--- src/rtl/rate_pkg.sv ---
// Shared types and period arithmetic for the rate divider / tick generator.
// Periods are expressed as P-1 so the down-counter reloads straight from this value.
package rate_pkg;

  typedef enum logic [1:0] {
    ST_PAUSE = 2'd0,
    ST_RUN   = 2'd1,
    ST_STEP  = 2'd2
  } state_e;

  localparam logic [1:0] SPEED_EVERY = 2'b00;
  localparam logic [1:0] SPEED_1X    = 2'b01;
  localparam logic [1:0] SPEED_2X    = 2'b10;
  localparam logic [1:0] SPEED_4X    = 2'b11;

  // Cycles-per-tick minus one; callers narrow the result to their counter width.
  function automatic longint unsigned period_m1(input logic [1:0] speed,
                                                input longint unsigned clk_hz);
    longint unsigned p;
    case (speed)
      SPEED_EVERY: p = 64'd1;
      SPEED_1X:    p = clk_hz;
      SPEED_2X:    p = 2 * clk_hz;
      default:     p = 4 * clk_hz;
    endcase
    return p - 64'd1;
  endfunction

endpackage

--- src/rtl/rate_divider_tick_if.sv ---
// Control/status bundle between the switch/button front panel and the tick generator.
// No valid/ready handshake here: tick is a one-cycle qualifier, every other signal is level.
interface rate_divider_tick_if #(
  parameter int CNT_W = 28
);
  import rate_pkg::*;

  logic             enable;
  logic [1:0]       speed;
  logic             step_n;
  logic             tick;
  logic             running;
  logic [CNT_W-1:0] count_q;
  state_e           state_dbg;

  modport master (
    output enable, speed, step_n,
    input  tick, running, count_q, state_dbg
  );

  modport slave (
    input  enable, speed, step_n,
    output tick, running, count_q, state_dbg
  );

endinterface

--- src/rtl/step_sync.sv ---
// Brings the asynchronous active-low pushbutton into the clock domain and
// produces a single-cycle pulse on each press (falling edge of step_n).
module step_sync (
  input  logic clock,
  input  logic clear,
  input  logic step_n,
  output logic step_fall
);

  logic sync1;
  logic sync2;
  logic prev;

  // Flops reset to 1 (button released) so leaving reset never looks like a press.
  always_ff @(posedge clock) begin
    if (!clear) begin
      sync1 <= 1'b1;
      sync2 <= 1'b1;
      prev  <= 1'b1;
    end else begin
      sync1 <= step_n;
      sync2 <= sync1;
      prev  <= sync2;
    end
  end

  assign step_fall = prev & ~sync2;

endmodule

--- src/rtl/rate_divider_tick.sv ---
// Divides the board clock into a one-cycle tick at a selectable rate, with a
// run / pause / single-step FSM driven by the enable switch and step button.
module rate_divider_tick
  import rate_pkg::*;
#(
  parameter int unsigned CLK_HZ = 50_000_000,
  parameter int          CNT_W  = 28
) (
  input  logic             clock,
  input  logic             clear,
  rate_divider_tick_if.slave bus
);

  localparam logic [CNT_W-1:0] PM1_EVERY = CNT_W'(period_m1(SPEED_EVERY, 64'(CLK_HZ)));
  localparam logic [CNT_W-1:0] PM1_1X    = CNT_W'(period_m1(SPEED_1X,    64'(CLK_HZ)));
  localparam logic [CNT_W-1:0] PM1_2X    = CNT_W'(period_m1(SPEED_2X,    64'(CLK_HZ)));
  localparam logic [CNT_W-1:0] PM1_4X    = CNT_W'(period_m1(SPEED_4X,    64'(CLK_HZ)));

  state_e           state;
  logic             tick_r;
  logic             running_r;
  logic [CNT_W-1:0] count_r;
  logic [1:0]       speed_r;
  logic             speed_chg;
  logic             step_fall;
  logic [CNT_W-1:0] pm1;

  step_sync u_step_sync (
    .clock     (clock),
    .clear     (clear),
    .step_n    (bus.step_n),
    .step_fall (step_fall)
  );

  always_comb begin
    pm1 = PM1_4X;
    case (bus.speed)
      SPEED_EVERY: pm1 = PM1_EVERY;
      SPEED_1X:    pm1 = PM1_1X;
      SPEED_2X:    pm1 = PM1_2X;
      default:     pm1 = PM1_4X;
    endcase
  end

  assign speed_chg = (bus.speed != speed_r);

  // running is registered as "next state is RUN", so it changes on the same edge as state.
  always_ff @(posedge clock) begin
    if (!clear) begin
      state     <= ST_PAUSE;
      tick_r    <= 1'b0;
      running_r <= 1'b0;
      count_r   <= pm1;
      speed_r   <= bus.speed;
    end else begin
      speed_r <= bus.speed;
      case (state)
        ST_PAUSE: begin
          if (bus.enable) begin
            state     <= ST_RUN;
            running_r <= 1'b1;
            tick_r    <= 1'b0;
            if (speed_chg) count_r <= pm1;
          end else if (step_fall) begin
            state     <= ST_STEP;
            running_r <= 1'b0;
            tick_r    <= 1'b1;
            count_r   <= pm1;
          end else begin
            running_r <= 1'b0;
            tick_r    <= 1'b0;
            if (speed_chg) count_r <= pm1;
          end
        end

        ST_STEP: begin
          state     <= ST_PAUSE;
          running_r <= 1'b0;
          tick_r    <= 1'b0;
          if (speed_chg) count_r <= pm1;
        end

        ST_RUN: begin
          if (!bus.enable) begin
            state     <= ST_PAUSE;
            running_r <= 1'b0;
            tick_r    <= 1'b0;
          end else begin
            running_r <= 1'b1;
            // A speed change restarts the period and suppresses the tick, even at zero.
            if (speed_chg) begin
              count_r <= pm1;
              tick_r  <= 1'b0;
            end else if (count_r == '0) begin
              count_r <= pm1;
              tick_r  <= 1'b1;
            end else begin
              count_r <= count_r - CNT_W'(1);
              tick_r  <= 1'b0;
            end
          end
        end

        default: begin
          state     <= ST_PAUSE;
          running_r <= 1'b0;
          tick_r    <= 1'b0;
        end
      endcase
    end
  end

  assign bus.tick      = tick_r;
  assign bus.running   = running_r;
  assign bus.count_q   = count_r;
  assign bus.state_dbg = state;

endmodule

--- src/flat_wrapper.sv ---
// flat-port wrapper written by rule: the top's interface ports become plain ports
module rate_divider_tick_flat import rate_pkg::*;
#(
  parameter int unsigned CLK_HZ = 50_000_000,
  parameter int          CNT_W  = 28
)
  (clock, clear, bus_enable, bus_speed, bus_step_n, bus_tick, bus_running, bus_count_q, bus_state_dbg);
  rate_divider_tick_if #(.CNT_W(CNT_W)) bus_i ();
  input  logic clock;
  input  logic clear;
  input wire logic [$bits(bus_i.enable)-1:0] bus_enable;
  input wire logic [$bits(bus_i.speed)-1:0] bus_speed;
  input wire logic [$bits(bus_i.step_n)-1:0] bus_step_n;
  output wire logic [$bits(bus_i.tick)-1:0] bus_tick;
  output wire logic [$bits(bus_i.running)-1:0] bus_running;
  output wire logic [$bits(bus_i.count_q)-1:0] bus_count_q;
  output wire logic [$bits(bus_i.state_dbg)-1:0] bus_state_dbg;
  assign bus_i.enable = bus_enable;
  assign bus_i.speed = bus_speed;
  assign bus_i.step_n = bus_step_n;
  assign bus_tick = bus_i.tick;
  assign bus_running = bus_i.running;
  assign bus_count_q = bus_i.count_q;
  assign bus_state_dbg = bus_i.state_dbg;
  rate_divider_tick #(.CLK_HZ(CLK_HZ), .CNT_W(CNT_W)) u_core (.clock(clock), .clear(clear), .bus(bus_i));
endmodule
--- config.mk ---
export PLATFORM = sky130hd
export DESIGN_NAME = rate_divider_tick_flat
export DESIGN_NICKNAME = d
export VERILOG_FILES = /design/src/rtl/rate_pkg.sv /design/src/rtl/rate_divider_tick_if.sv /design/src/rtl/step_sync.sv /design/src/rtl/rate_divider_tick.sv /design/src/flat_wrapper.sv
export SDC_FILE = /design/constraint.sdc
export NUM_CORES = 1
export LEC_CHECK = 0
export ABC_CLOCK_PERIOD_IN_PS = 8100
export CAP_MARGIN = 20
export CORE_MARGIN = 5
export CORE_UTILIZATION = 60
export DETAILED_ROUTE_END_ITERATION = 8
export GPL_TIMING_DRIVEN = 0
export PLACE_DENSITY = 0.81
export SLEW_MARGIN = 20
export SYNTH_ARGS = -nofsm -noshare
export SYNTH_HDL_FRONTEND = slang
export SYNTH_SLANG_ARGS = --single-unit
--- constraint.sdc ---
create_clock -name clock -period 8.1 [get_ports clock]
set_input_delay 1.62 -clock clock [delete_from_list [all_inputs] [get_ports clock]]
set_output_delay 1.62 -clock clock [all_outputs]
set_load 0.01 [all_outputs]
**Yosys cells after proc, flatten, opt, wreduce, memory -nomap -nowiden**

Cells that the tools add are included.

- Register bits: 37
- Bits of input ports: 6
- Output and inout bits: 32
- Logic and storage cells: 47

- $add $sub $neg: 1
- Equality and inequality tests: 9
- Mux-type cells: 20
- Bitwise logic cells: 2
- Reductions and logical operators: 7

Operators with widths:

| cell | count |
|---|---|
| two-way mux 28 bit | 7 |
| one-hot mux 28 bit (3 select lines) | 2 |
| logical NOT 28 bit | 1 |
| subtractor 28 x 1 -> 28 bit, second input constant | 1 |
| two-way mux 1 bit | 6 |
| two-way mux 2 bit | 3 |
| AND reduction 2 bit | 3 |
| == test 2 x 1 -> 1 bit, second input constant | 2 |
| == test 2 bit, second input constant | 2 |
| logical NOT 2 bit | 2 |
| != test 4 x 1 -> 1 bit, second input constant | 1 |
| one-hot mux 2 bit (2 select lines) | 1 |
| != test 3 x 2 -> 1 bit, second input constant | 1 |
| != test 3 bit, second input constant | 1 |
| != test 2 bit | 1 |
| != test 2 bit, second input constant | 1 |
| one-hot mux 1 bit (2 select lines) | 1 |
| OR reduction 2 bit | 1 |
| bitwise AND 1 bit | 1 |
| NOT 1 bit | 1 |

**Longest topological paths before layout**

Gate-level depths: netlist (run 1).

- Depth after elaboration: 7
- Mapped depth: 10
- Mapped depth without buffers: 8

**Cells and area by module**

Synthesis (run 1) repeated with hierarchy kept, for this count alone.

- Cell total of the unflattened synthesis: 353
- Area total of the unflattened synthesis: 2950.3 um^2

By module, submodules not included:

| module | times used | cells an instance | area each (um^2) | sequential area each (um^2) |
|---|---|---|---|---|
| rate_divider_tick | 1 | 346 | 2865.2 | 960.9 |
| step_sync | 1 | 7 | 85.1 | 60.1 |

**Worst setup path before layout (run 1)**

OpenSTA, ideal clock, no wires.

- Kind: input to register
- Start: input bus_speed[1]
- End: register u_core.count_r[3], in the netlist u_core.bus.count_q[3] (data pin)
- Library setup time: 0.266 ns
- Arrival time: 3.190 ns
- Required time: 7.834 ns
- Slack: 4.644 ns
- Cell stages on the path: 7
- Path buffers: 1
- Cells stage by stage: xor2_1 -> nor3_1 -> nand2_1 -> clkbuf_1 -> o21a_1 -> o21ai_0 -> a31oi_1

- Word-level cells in the longest chain between the ends: 7
- Elaborated cells on any way between the ends: 13
- Classes of those cells: eq/ne: 3; mux: 9; reduce/logical: 1

Ends and longest elaborated chain:

| what | RTL line | RTL |
|---|---|---|
| start: declaration | flat_wrapper.sv:12 | `input wire logic [$bits(bus_i.speed)-1:0] bus_speed;` |
| == test 2 bit, or another cell as far along | rate_divider_tick.sv:37 | `case (bus.speed)` |
| one-hot mux 28 bit (3 select lines) | rate_divider_tick.sv:37 |  |
| two-way mux 28 bit (on tied branches) | - |  |
| two-way mux 28 bit (on tied branches) | rate_divider_tick.sv:91, rate_divider_tick.sv:64 |  |
| two-way mux 28 bit (on tied branches) | rate_divider_tick.sv:84, rate_divider_tick.sv:59 |  |
| one-hot mux 28 bit (3 select lines) | rate_divider_tick.sv:57 | `case (state)` |
| two-way mux 28 bit * | rate_divider_tick.sv:49 | `if (!clear) begin` |
| end signal: assignment | rate_divider_tick.sv:53 | `count_r <= pm1;` |
| end signal: assignment | rate_divider_tick.sv:92 | `count_r <= pm1;` |
| end signal: assignment | rate_divider_tick.sv:95 | `count_r <= pm1;` |
| end: declaration | rate_divider_tick.sv:22 | `logic [CNT_W-1:0] count_r;` |

Every way passes the cells marked *; elsewhere a longest branch is shown, timed or not. The select of a mux whose other input is x is not followed.
A chain may end at the register's enable or synchronous reset.

**Worst setup path in the final report (run 1)**

- Start: input bus_speed[0]
- End: register u_core.count_r[3], in the netlist u_core.bus.count_q[3] (data pin)

The elaborated chain is that of the path after synthesis.

==> results.py, run 1 <==
metrics = {
    "outcome": {
        "status": "finished, final reports clean",
    },
    "power_and_ir_drop": {
        "p_sw_frac": 0.374,
        "p_int_w": 0.000438,
        "power_frac_comb": 0.381,
        "irDropWorstVdd_v": 0.000124,
        "switchingPower_w": 0.000261,
        "power_density_mw_per_mm2": 189,
        "power_frac_clock": 0.207,
        "seq_power_share": 0.412,
        "p_leak_nw": 1.26,
    },
    "clocking": {
        "h-tree-depth": 2,
        "cts_sinks": 37,
        "post-cts-setup-buffer-count": 0,
        "clk_latency_ps": 300,
        "cts_tree": "yes",
        "cts-root-buf": "clkbuf_8",
        "cts_resized": 0,
        "clock_path_buffers": 2,
        "cts.clk_slew.worst_paths_ps": 70,
        "numCtsBuffers": 5,
        "cts_hold_buf": 0,
    },
    "synthesis": {
        "synthTopCellsByCount": "o21ai_0, nand2_1, nor2_1",
        "synth_edf_count": 28,
        "synth_ff_type": "edfxtp_1",
        "synth-simple-area-share": 0.218,
        "synth-xor-area-share": 0.0474,
        "muxShareOfSynthArea": 0.00957,
        "synth-adder-area-share": 0.0359,
        "ys_seq_area_frac": 0.325,
        "netlist_area_mm2": 0.00314,
        "synth_top_area_frac": 0.268,
        "yosysMostFrequentCell": "o21ai_0",
        "syn_nets": 397,
        "synth.area.top_cells": "edfxtp_1, o21ai_0, dfxtp_1",
        "synth.avg_cell_area_um2": 8.22,
        "syn_inst": 382,
        "synth-compound-area-share": 0.310,
        "synth_top_family_by_area": "compound AO/OA/AOI/OAI gates",
        "yosys.area.top_type": "edfxtp_1",
        "netlist-cell-type-count": 60,
        "async_flop_share": 0,
        "yosysWarnings": 0,
        "ys_ff_latch": 37,
    },
    "global_route": {
        "track_usage": 0.309,
        "gr-total-overflow": 0,
        "grt_pass1_vias": 3091,
        "grt_max_degree": 29,
        "antenna_found_initial": 0,
        "grt_pass1_wl_mm": 15.8,
    },
    "cells_and_area": {
        "drive_gt1_frac": 0.0562,
        "final_cell_area_mm2": 0.00370,
        "diodes": 0,
        "final_nets": 441,
        "area_growth_syn_to_layout_pct": 17.9,
    },
    "route": {
        "drcViolationCount": 0,
        "ant_nets": 0,
        "routed_via_density": 6.83,
        "first_pass_iters": 6,
        "wl_per_cell_um": 19.8,
        "wl_mm": 9.84,
        "drtIter0Drc": 476,
        "vias": 3393,
    },
    "placement": {
        "postPlaceCellArea_mm2": 0.00360,
        "portBuffers": 37,
        "dpl.hpwl_mm": 7.07,
        "routabilityCongestion": 0.979,
    },
    "critical_path": {
        "cp_max_fo": 10,
        "required_ps": 8130,
        "worstPathArrival_ps": 4620,
        "startpoint_type": "input port",
        "critPathCaptureType": "flop",
        "criticalPathCategory": "in -> reg",
    },
    "floorplanning": {
        "rows": 26,
        "core_mm2": 0.00511,
        "initial_core_util": 0.615,
        "die_area_mm2": 0.00678,
        "ios": 38,
        "die_y_um": 82.3,
        "die_x_um": 82.3,
    },
    "min_path": {
        "hold_class": "reg -> reg",
    },
    "sta": {
        "timing_hold_violations_final": 0,
        "relSlewSlack": 0.286,
        "worstMarginPinSlew_ps": 1060,
        "period_share": 0.566,
        "rsz0062_at_grt": "false",
        "tns_ps": 0,
        "setup_viol": 0,
        "finalCriticalPeriod_ps": 4590,
        "drv_slew": 0,
        "fmax_mhz": 218,
        "skew_ps": 9.17,
    },
    "job": {
        "cap_violations": 0,
    },
}
## sequential cells by signal (all words and copies together), names as in the netlist
name,count
u_core.speed_r,2
u_core.u_step_sync.sync1,1
u_core.bus.count_q,28
u_core.u_step_sync.prev,1
u_core.u_step_sync.sync2,1
u_core.bus.running,1
u_core.bus.tick,1
u_core.bus.state_dbg,2
## worst max-delay path, stage by stage
cell and delay (ps):
clkdlybuf4s50_1 570, xor2_1 160, nor3_1 880, nand2_1 480
clkbuf_1 380, o21a_1 250, o21ai_0 210, a31oi_1 70
## layout make-up
cell class / instances / area (µm²)
fill: 425 / 1410
clock buffer: 7 / 96.3
timing repair buffer: 37 / 370
sequential: 37 / 1020
multi-input combinational: 305 / 1950
inverter: 13 / 48.8
clock inverter: 1 / 5.00
buffer: 27 / 119
tap: 70 / 87.6
## kinds of logic (layout without fill, tap and decap cells)
| logic type | count (synthesis) | in the layout |
|---|---|---|
| adder cells (fa/ha/maj) | 9 | 9 |
| flip-flops | 37 | 37 |
| buffers and inverters | 40 | 85 |
| AO/OA/AOI/OAI | 142 | 142 |
| multiplexers | 3 | 3 |
| XOR/XNOR | 17 | 17 |
| AND/OR/NAND/NOR | 134 | 134 |
## placed cells by master (no fill, tap or decap), types with 5 or more instances in the layout
master / n
edfxtp_1: 28
dfxtp_1: 9
nor3_1: 8
nor4_1: 9
xor2_1: 8
o311a_1: 5
nand4_1: 7
nand2_1: 31
clkbuf_8: 7
xnor2_1: 9
or3_1: 5
a21o_1: 5
or4_1: 6
ha_1: 9
o22ai_1: 11
a21oi_1: 25
a221o_1: 5
clkdlybuf4s50_1: 37
nor2_1: 30
inv_1: 12
a31oi_1: 8
clkbuf_1: 21
o21ai_0: 38
nand2b_1: 7
o22a_1: 7
o21a_1: 7
nand3_1: 10
## path summary, 6_finish.rpt
check,from,end,slack [ps],depth (start not counted)
min reg2reg,u_core.u_step_sync.sync1,u_core.u_step_sync.sync2,410,1
max,bus_speed[0],u_core.bus.count_q[3],3510,8
max reg2reg,u_core.bus.count_q[20],u_core.bus.count_q[1],4800,7
min,u_core.u_step_sync.sync1,u_core.u_step_sync.sync2,410,1
## layer usage
metal	up-vias	global-route usage	part of all wire
li1	1555	-	-
met1	1569	0.431	0.42
met2	235	0.457	0.44
met3	34	0.0651	0.10
met4	0	0.140	0.035
met5	-	0	0
## power by group through the flow
stage	Sequential, W	Clock, W	Combinational, W
detailed placement	0.000291	0	0.000260
CTS	0.000287	0.000148	0.000262
finish	0.000288	0.000145	0.000266
global placement	0.000291	0	0.000256
floorplan	0.000295	0	0.000145
global route	0.000294	0.000158	0.000288
## per-stage QoR
step                      utilization  cells  hold slack (ps)  total power, W  setup slack [ps]
after detailed placement        0.705    489              396        0.000551              3360
after global placement          0.704    489              389        0.000547              3390
after global routing            0.725    497              444        0.000740              3350
after floorplan                     -    382              386        0.000439              4640
after CTS                       0.725    497              414        0.000696              3690
final                           0.725    497              411        0.000699              3510
No activity file was read; power rests on OpenSTA's default activity.
==> run 2, diff against run 1 <==
--- a/config.mk
+++ b/config.mk
@@ -5,13 +5,13 @@
 export SDC_FILE = /design/constraint.sdc
 export NUM_CORES = 1
 export LEC_CHECK = 0
-export ABC_CLOCK_PERIOD_IN_PS = 8100
+export ABC_CLOCK_PERIOD_IN_PS = 4000
 export CAP_MARGIN = 20
 export CORE_MARGIN = 5
-export CORE_UTILIZATION = 60
+export CORE_UTILIZATION = 51
 export DETAILED_ROUTE_END_ITERATION = 8
 export GPL_TIMING_DRIVEN = 0
-export PLACE_DENSITY = 0.81
+export PLACE_DENSITY = 0.73
 export SLEW_MARGIN = 20
 export SYNTH_ARGS = -nofsm -noshare
 export SYNTH_HDL_FRONTEND = slang
==> constraint.sdc (replaced) <==
create_clock -name clock -period 4 [get_ports clock]
set_input_delay 0.8 -clock clock [delete_from_list [all_inputs] [get_ports clock]]
set_output_delay 0.8 -clock clock [all_outputs]
set_load 0.01 [all_outputs]
==> run 2 against run 1 <==
Via count up 3.1%. Non-clock buffer count unchanged. First-iteration DRC count down 22%. Clock skew down 1.2 ps. Register-to-register slack worse by 4100 ps. Die area up 15%. Global-route usage down 2.4 points.
==> results.py, run 2 (same netlist as run 1, synthesis figures left out) <==
metrics = {
    "floorplanning": {
        "ios": 38,
        "rows": 28,
        "die_area_mm2": 0.00782,
        "core_mm2": 0.00596,
        "die_y_um": 88.5,
        "initial_core_util": 0.527,
        "die_x_um": 88.5,
    },
    "route": {
        "drtIter0Drc": 372,
        "routed_via_density": 6.97,
        "vias": 3497,
        "wl_mm": 11.1,
        "first_pass_iters": 6,
        "wl_met2_mm": 4.95,
        "met1_length_mm": 4.63,
        "wl_met3_mm": 1.15,
        "drcViolationCount": 0,
        "wl_per_cell_um": 22.1,
        "ant_nets": 0,
        "maxUsedRoutingLayer": "met4",
    },
    "clocking": {
        "cts_tree": "yes",
        "cts-root-buf": "clkbuf_8",
        "clk_latency_ps": 300,
        "cts.clk_slew.worst_paths_ps": 80,
        "numCtsBuffers": 5,
        "h-tree-depth": 2,
        "post-cts-setup-buffer-count": 0,
        "cts_hold_buf": 0,
        "clock_path_buffers": 2,
        "cts_sinks": 37,
        "cts_resized": 0,
    },
    "cells_and_area": {
        "drive_gt1_frac": 0.0562,
        "final_core_util": 0.622,
        "layout_commonest_cell": "o21ai_0",
        "final_nets": 441,
        "area_growth_syn_to_layout_pct": 18.1,
        "mostFrequentLayoutCells": "o21ai_0, clkdlybuf4s50_1, nand2_1",
        "diodes": 0,
        "layout.cells.non_filler": 502,
        "n_fill_cell": 562,
        "largest_register_ffs": 28,
    },
    "sta": {
        "finalCriticalPeriod_ps": 3790,
        "tns_ps": 0,
        "period_share": 0.947,
        "setup_viol": 0,
        "rsz0062_at_grt": "false",
        "drv_slew": 0,
        "skew_ps": 7.95,
        "fmax_mhz": 264,
        "worstMarginPinSlew_ps": 1070,
        "timing_hold_violations_final": 0,
        "relSlewSlack": 0.283,
    },
    "placement": {
        "routabilityCongestion": 0.947,
        "dp_cells": 494,
        "dpl.hpwl_mm": 7.68,
        "portBuffers": 37,
    },
    "global_route": {
        "grt_pass1_vias": 3234,
        "gr-total-overflow": 0,
        "grt_max_degree": 29,
        "track_usage": 0.285,
        "grt_pass1_wl_mm": 16.9,
        "antenna_found_initial": 0,
    },
    "critical_path": {
        "critPathCaptureType": "flop",
        "worstPathArrival_ps": 3830,
        "rrSetupSlack_ps": 650,
        "startpoint_type": "input port",
        "criticalPathCategory": "in -> reg",
        "cp_max_fo": 10,
        "required_ps": 4040,
    },
    "outcome": {
        "status": "finished, final reports clean",
    },
    "power_and_ir_drop": {
        "irDropWorstVdd_v": 0.000218,
        "p_leak_nw": 1.26,
        "power_density_mw_per_mm2": 390,
    },
    "min_path": {
        "hold_class": "reg -> reg",
    },
    "job": {
        "cap_violations": 0,
    },
}
[run 2: cell counts in the layout (fill, tap and decap cells not counted)]
No cell type changed its count.
[run 2: worst paths after layout]
path | from | to | depth (start not counted)
worst max-delay path | bus_speed[1] | u_core.bus.count_q[3] | 8
worst min-delay path | u_core.u_step_sync.sync1 | u_core.u_step_sync.sync2 | 1
worst max register to register | u_core.bus.count_q[20] | u_core.bus.count_q[0] | 7
worst min register to register | u_core.u_step_sync.sync1 | u_core.u_step_sync.sync2 | 1
[run 2: metal layers]
metal,vias up,global-route usage
li1,1549,-
met5,-,0
met1,1638,0.387
met3,40,0.0475
met2,270,0.447
met4,0,0.125
[run 2: through the flow]
step / hold slack [ps] / area, µm² / power (W) / setup slack, ps
final: 451 / 3710 / 0.00145 / 213
after global routing: 466 / 3710 / 0.00151 / 137
after CTS: 450 / 3710 / 0.00143 / 405
after global placement: 389 / 3600 / 0.00112 / 35.1
after floorplan: 386 / 3140 / 0.000889 / 1110
after detailed placement: 431 / 3610 / 0.00113 / 95.7
[run 2: cell type report]
| class | count | area, µm² | area share |
|---|---|---|---|
| timing repair buffer | 37 | 370 | 0.0999 |
| clock inverter | 1 | 5.00 | 0.00135 |
| tap | 75 | 93.8 | 0.0253 |
| buffer | 27 | 119 | 0.0321 |
| multi-input combinational | 305 | 1950 | 0.527 |
| sequential | 37 | 1020 | 0.275 |
| inverter | 13 | 48.8 | 0.0132 |
| clock buffer | 7 | 96.3 | 0.0260 |
[run 2: where the power goes]
group / internal (W) / switching [W]
registers: 0.000492 / 0.0000966
clock network: 0.000156 / 0.000151
logic: 0.000238 / 0.000312
total: 0.000887 / 0.000559
[run 2: worst max-delay path, cell delays in order]
cell and delay (ps):
clkdlybuf4s50_1 580, xor2_1 170, nor3_1 890, nand2_1 490, clkbuf_1 390, o21a_1 250, o21ai_0 170, a31oi_1 80
